### src/rtl/ads_pkg.sv
// Shared definitions for the ads population counter and its serial front end.
// Frame width, fill-index width and fill-side state encoding.
package ads_pkg;
  localparam int ADS_WIDTH = 255;
  localparam int ADS_CNT_W = 8;

  typedef enum logic {
    FILL  = 1'b0,
    STALL = 1'b1
  } ads_fill_e;
endpackage

### src/rtl/ads_hold_slot.sv
// Output hold register for ads_loader: keeps one completed frame and its valid flag
// until the consumer takes it.
module ads_hold_slot import ads_pkg::*; #(
  parameter int WIDTH = ADS_WIDTH
) (
  input  logic             clk,
  input  logic             rst_n,
  input  logic             load,
  input  logic [WIDTH-1:0] load_vec,
  input  logic             out_ready,
  output logic [WIDTH-1:0] out_vec,
  output logic             out_valid
);

  // load is only raised when the slot is empty or being consumed this cycle,
  // so a load always wins over the consume-driven clear of out_valid.
  always_ff @(posedge clk or negedge rst_n) begin
    if (!rst_n) begin
      out_vec   <= '0;
      out_valid <= 1'b0;
    end else if (load) begin
      out_vec   <= load_vec;
      out_valid <= 1'b1;
    end else if (out_ready) begin
      out_valid <= 1'b0;
    end
  end

endmodule

### src/rtl/ads_loader.sv
// Serial-to-parallel loader for the ads counter: assembles WIDTH bits (bit 0 first)
// into a frame and hands it over through a fill + hold double buffer.
//
// state | meaning
// FILL  | accepting bits into the fill register (s_ready=1)
// STALL | fill holds a complete frame, hold slot still occupied (s_ready=0)
module ads_loader import ads_pkg::*; #(
  parameter int WIDTH = ADS_WIDTH,
  parameter int CNT_W = ADS_CNT_W
) (
  input  logic             clk,
  input  logic             rst_n,
  input  logic             s_valid,
  input  logic             s_bit,
  output logic             s_ready,
  input  logic             s_clr,
  output logic [WIDTH-1:0] out_vec,
  output logic             out_valid,
  input  logic             out_ready,
  output logic [CNT_W-1:0] fill_cnt
);

  ads_fill_e        state_q, state_d;
  logic [CNT_W-1:0] cnt_d;
  logic [WIDTH-1:0] fill_q, fill_d;
  logic             accept;
  logic             consume;
  logic             last;
  logic             load;

  assign s_ready = rst_n && (state_q == FILL);
  assign accept  = s_valid && s_ready;
  assign consume = out_valid && out_ready;
  assign last    = (fill_cnt == CNT_W'(WIDTH - 1));

  // fill_d already contains the bit accepted this cycle, so it doubles as the
  // frame copied into the hold slot on completion.
  always_comb begin
    fill_d = fill_q;
    if (accept && !s_clr) begin
      fill_d[fill_cnt] = s_bit;
    end
  end

  always_comb begin
    state_d = state_q;
    cnt_d   = fill_cnt;
    load    = 1'b0;
    if (s_clr) begin
      state_d = FILL;
      cnt_d   = '0;
    end else begin
      case (state_q)
        FILL: begin
          if (accept) begin
            if (!last) begin
              cnt_d = fill_cnt + CNT_W'(1);
            end else if (!out_valid || out_ready) begin
              load  = 1'b1;
              cnt_d = '0;
            end else begin
              state_d = STALL;
            end
          end
        end
        STALL: begin
          if (consume) begin
            load    = 1'b1;
            cnt_d   = '0;
            state_d = FILL;
          end
        end
        default: state_d = FILL;
      endcase
    end
  end

  always_ff @(posedge clk or negedge rst_n) begin
    if (!rst_n) begin
      state_q  <= FILL;
      fill_cnt <= '0;
      fill_q   <= '0;
    end else begin
      state_q  <= state_d;
      fill_cnt <= cnt_d;
      fill_q   <= fill_d;
    end
  end

  ads_hold_slot #(.WIDTH(WIDTH)) u_hold (
    .clk       (clk),
    .rst_n     (rst_n),
    .load      (load),
    .load_vec  (fill_d),
    .out_ready (out_ready),
    .out_vec   (out_vec),
    .out_valid (out_valid)
  );

endmodule

### config.mk
export PLATFORM = sky130hd
export DESIGN_NAME = ads_loader
export DESIGN_NICKNAME = d
export VERILOG_FILES = /design/src/rtl/ads_pkg.sv /design/src/rtl/ads_hold_slot.sv /design/src/rtl/ads_loader.sv
export SDC_FILE = /design/constraint.sdc
export NUM_CORES = 1
export LEC_CHECK = 0
export CORE_MARGIN = 2
export CORE_UTILIZATION = 56
export DETAILED_ROUTE_END_ITERATION = 8
export PLACE_DENSITY = 0.86
export SLEW_MARGIN = 20
export SYNTH_ARGS = -nofsm -noshare
export SYNTH_HDL_FRONTEND = slang
export SYNTH_SLANG_ARGS = --single-unit
### constraint.sdc
create_clock -name clk -period 3.1 [get_ports clk]
set_clock_uncertainty 0.1 [all_clocks]
set_input_delay 0.31 -clock clk [delete_from_list [all_inputs] [get_ports clk]]
set_output_delay 0.31 -clock clk [all_outputs]
set_load 0.005 [all_outputs]
# After elaboration in Yosys (flattened, before gate mapping)
# Cells that the tools add are included.
[word_totals]
regBits = 520
input_bits = 6
wordCells = 47
[classes]
n_addsub = 1
magnitude_cmp = 2
eq_ne = 4
muxes = 24
n_bitwise = 1
reduce_logical = 10
[op_table]
columns = ["operator", "n"]
rows = [
  ["$bwmux 255", 1],
  ["$mux 255", 1],
  ["$mux 8", 5],
  ["$pmux 8 s2", 1],
  ["$mux 1", 13],
  ["$lt 8x9->1 const B", 1],
  ["$add 8x1->8 const B", 1],
  ["$demux 1 s8", 1],
  ["$eq 8x8->1 const B", 1],
  ["$ge 8x1->1 const B", 1],
  ["$logic_and 1x1->1", 5],
  ["$ne 4x3->1 const B", 1],
  ["$pmux 1 s2", 2],
  ["$ne 3x2->1 const B", 1],
  ["$ne 3x3->1 const B", 1],
  ["$reduce_and 3->1", 1],
  ["$logic_not 1->1", 2],
  ["$reduce_bool 2->1", 1],
  ["$logic_or 1x1->1", 1],
  ["$not 1->1", 1],
]

# Depth between registers and ports, before layout
[depth]
ltp_word = 8
ltp_mapped = 11

# By module
# Synthesis repeated with hierarchy kept, for this count alone.
[hier_totals]
hier_cells = 1508
hier_area_um2 = 21389.3
[modules_own_cells]
columns = ["module", "instances", "cells_per_inst", "area_each_um2", "seq_area_each_um2"]
rows = [
  ["ads_loader", 1, 967, 11795.1, 6606.3],
  ["ads_hold_slot", 1, 541, 9594.2, 6406.1],
]

# Worst setup path after synthesis
# OpenSTA, ideal clock, no wires.
[synth_timing]
path_type = "register to register"
from = "register fill_cnt[0]"
to = "register u_hold.out_vec[144]"
arrival_time_ps = 2258
path_slack_ps = 618
stages_incl_launch_ff = 12
n_path_buf = 5
synth_period_minus_slack_ps = 2482
cell_sequence = "dfrtp_1 -> inv_1 -> ha_1 -> buf_4 -> and3_1 -> buf_2 -> a41oi_1 -> or3_1 -> buf_2 -> buf_6 -> buf_6 -> mux2_2"
[synth_between]
elab_chain_cells = 6
[synth_lines]
columns = ["element", "line_no", "text"]
rows = [
  ["start, declared", "ads_loader.sv:20", "output logic [CNT_W-1:0] fill_cnt"],
  ["start signal, assigned", "ads_loader.sv:85", "fill_cnt <= cnt_d;"],
  ["$lt 8x9->1 (not written as such) / $ge 8x1->1 (equally long branches)", "ads_loader.sv:41", "fill_d[fill_cnt] = s_bit;"],
  ["$logic_and 1x1->1 (not written as such)", "ads_loader.sv:41", ""],
  ["$mux 1 (not written as such)", "ads_loader.sv:41", ""],
  ["$demux 1 s8", "ads_loader.sv:41", ""],
  ["$bwmux 255", "ads_loader.sv:41", ""],
  ["$mux 255", "ads_loader.sv:40", "if (accept && !s_clr) begin"],
  ["end signal, assigned", "ads_hold_slot.sv:22", "out_vec <= load_vec;"],
  ["end, declared", "ads_hold_slot.sv:11", "output logic [WIDTH-1:0] out_vec,"],
]
# Several ways; a longest one is shown, not always the timed one.
# A chain may end at the register's enable or synchronous reset.

# Worst setup path after layout
[layout_timing]
from = "register fill_cnt[0]"
to = "register u_hold.out_vec[247]"
# The elaborated chain is that of the path after synthesis.

==> key figures <==
Hold path
  – Worst hold path type: input pin to asynchronous set/reset pin

Detailed routing
  – DR WL/cell: 25.0 um
  – Vias per std cell: 5.94
  – DRC: 0
  – Via count: 14.0k
  – Drt initial violations: 1,081
  – Pre-antenna DRT Iters: 8
  – Antenna viol nets, final: 0
  – Total Wirelength: 58.7 mm

Logic synthesis
  – Dominant cells by area after synthesis: dfrtp_1 58%, mux2_4 13%, mux2_2 13%
  – Number of synthesized flops with an enable pin: 0
  – Most common cell in the netlist: dfrtp_1
  – Synth async-reset ratio: 100%
  – Xor and xnor area share after synthesis: 0%
  – Synth unique cells: 49
  – Synth Area in Compound Gates: 0.883%
  – Post-synthesis cell area: 22,500 um^2
  – Yosys warning count: 0
  – Syn_nets: 1,561
  – Sequential area share after synthesis: 57.8%
  – Largest family of logic cells by synthesized area: multiplexers
  – Synth Area in Simple Gates: 8.14%
  – Synth Flop Type: dfrtp_1
  – Syn Inst Count: 1,550
  – Number of synthesized register bits: 520
  – Area share of the largest cell type after synthesis: 57.8%
  – Mean Syn Cell Area: 14.5 um^2
  – Area leader, netlist: dfrtp_1
  – Synth Area in Adders: 0.278%
  – Most frequent cells after synthesis: 520 x dfrtp_1, 254 x nand3_1, 252 x mux2_2, 198 x mux2_4
  – Multiplexer area fraction after synthesis: 28.8%

Placement
  – Cell total after placement: 2,255
  – Placed cell area: 25,800 um^2
  – Port bufs: 270
  – DP HPWL: 36.8 mm
  – Setup WS pre-CTS: 0.230 ns
  – GP Congestion: 0.888

Status
  – Status: finished, final reports clean

Worst setup path
  – WP data arrival: 3.27 ns
  – Critical Path Source: fill_cnt[0]$_DFFE_PN0P_
  – Worst setup endpoint: u_hold.out_vec[247]$_DFFE_PN0P_
  – Cell depth of the worst flop-to-flop path: 7
  – Worst Path Max Fanout: 56
  – Flop2flop setup slack: 0.21 ns
  – Setup CP Type: register to register
  – CP Capture Type: register
  – Worst EP required: 3.47 ns
  – Startpoint types: register
  – FF-to-FF Start: fill_cnt[0]$_DFFE_PN0P_
  – Reg-to-reg endpoint: u_hold.out_vec[247]$_DFFE_PN0P_

Layout
  – Ant diodes: 0
  – Post-route cell area: 27,600 um^2
  – Fraction of layout cells with a size suffix above 1: 33.8%
  – Area Overhead vs Synth: 22.4%
  – Final non-filler cell total: 2,351
  – Util after Layout: 69.4%
  – Final #Nets: 1,796

Global route
  – Total GRT Usage: 28.5%
  – Grt total ovfl: 0
  – Number of global-route vias before repair: 14.9k
  – Largest net degree at the start of global routing: 182
  – Initial antenna violation count: 0
  – First-pass GRT wire length: 90.4 mm

STA
  – RSZ-0062 raised after global routing: false
  – Part of the cycle the worst path needs: 93.3%
  – Worst-Margin Slew: 1.11 ns
  – Setup TNS: 0 ns
  – Fmax achieved: 346 MHz
  – Final hold vios: 0
  – Final setup viols: 0
  – Fin crit period: 2.89 ns
  – Worst setup margin: 0.207 ns
  – Worst slew margin: 26.0%
  – Slew Viols, Final: 0

CTS
  – Clk_lat worst skew: 0.59 ns
  – CTS root buf: clkbuf_16
  – Htree depth: 2
  – Clk sinks: 520
  – CTS Buf Count: 52
  – Largest buffer count on any clock path: 3
  – Reg clk slew, reported paths: 0.06 ns
  – Post-CTS setup buffer count: 0
  – CTS tree: yes

Power
  – Cell area power density: 491 nW/um^2
  – Max IR drop VDD: 0.412 mV
  – P_leak: 13.6 nW

Die
  – Core area: 39,700 um^2
  – I/O pin count: 271
  – Die W: 205 um
  – Initial Utilization: 56.7%
  – Std cell rows: 73
  – DIE AREA: 41,800 um^2
  – Die span in y: 205 um

Run
  – Max_cap viols: 0
==> critical path: stages (launching register included) <==
cell and delay (ns):
dfrtp_1 0.50, inv_1 0.14, ha_1 0.23, and3_1 0.21, a41oi_1 0.21, or3_4 0.50, buf_12 0.41, mux2_2 0.40
==> flip-flops by register name, indices dropped and copies added (netlist names) <==
register	count
state_q	1
u_hold.out_vec	255
u_hold.out_valid	1
fill_q	255
fill_cnt	8
==> cell usage in the layout (no fill, tap or decap), types with 5 or more instances in the layout <==
cell,instances
and3_1,5
nand3_1,254
o21ai_0,5
mux2_4,198
nand3b_1,7
buf_12,17
buf_4,48
and3b_1,9
ha_1,5
mux2_2,252
clkbuf_1,13
nor4_1,9
clkinv_2,7
inv_1,6
mux2_1,60
dfrtp_1,520
nand2_1,7
clkbuf_16,54
clkdlybuf4s50_1,268
clkbuf_8,16
==> per-layer routing <==
metal | up-vias | GRT usage (%) | part of all wire, %
met5 | - | 0 | 0
met2 | 598 | 45.6 | 48
met4 | 0 | 10.4 | 3.4
li1 | 5984 | - | -
met3 | 137 | 5.65 | 7.0
met1 | 7254 | 39.0 | 41
==> timing repair <==
item | 4_1_cts | 5_1_grt
endpoints found under the hold margin | 57 | 0
gates resized for setup | 0 | 0
hold buffers | 1 | 0
==> worst min path at each step <==
stage	startpoint	endpoint
2_1_floorplan	rst_n	fill_cnt[0]$_DFFE_PN0P_
3_3_place_gp	rst_n	fill_cnt[0]$_DFFE_PN0P_
3_5_place_dp	rst_n	fill_cnt[0]$_DFFE_PN0P_
4_1_cts	rst_n	fill_q[24]$_DFF_PN0_
5_1_grt	rst_n	fill_q[24]$_DFF_PN0_
6_report	rst_n	fill_q[24]$_DFF_PN0_
==> cell families after synthesis <==
| group | Yosys count |
|---|---|
| flops | 520 |
| mux | 511 |
| simple gates | 324 |
| buf+inv | 162 |
| compound gates | 28 |
| fa+ha+maj | 5 |
==> area by class of cell <==
type | count | area (um^2)
clock inverters | 13 | 138
inverters | 6 | 22.5
flip-flops and latches | 520 | 13000
multi-input cells | 868 | 8690
fillers | 2549 | 12200
repair buffers | 337 | 3430
well taps | 525 | 657
clock buffers | 82 | 1610
==> through the flow <==
step	power, W	hold slack (ns)
final	0.0135	0.184
after global routing	0.0139	0.175
after CTS	0.0136	0.182
after detailed placement	0.00729	0.0900
after global placement	0.00728	0.0898
after floorplan	0.00706	-0.0856
==> report_power, final <==
part | switching, W | internal (W)
clock | 0.00265 | 0.00372
combinational | 0.000285 | 0.0000699
sequential | 0.00000696 | 0.00680
No activity file was read; power rests on OpenSTA's default activity.
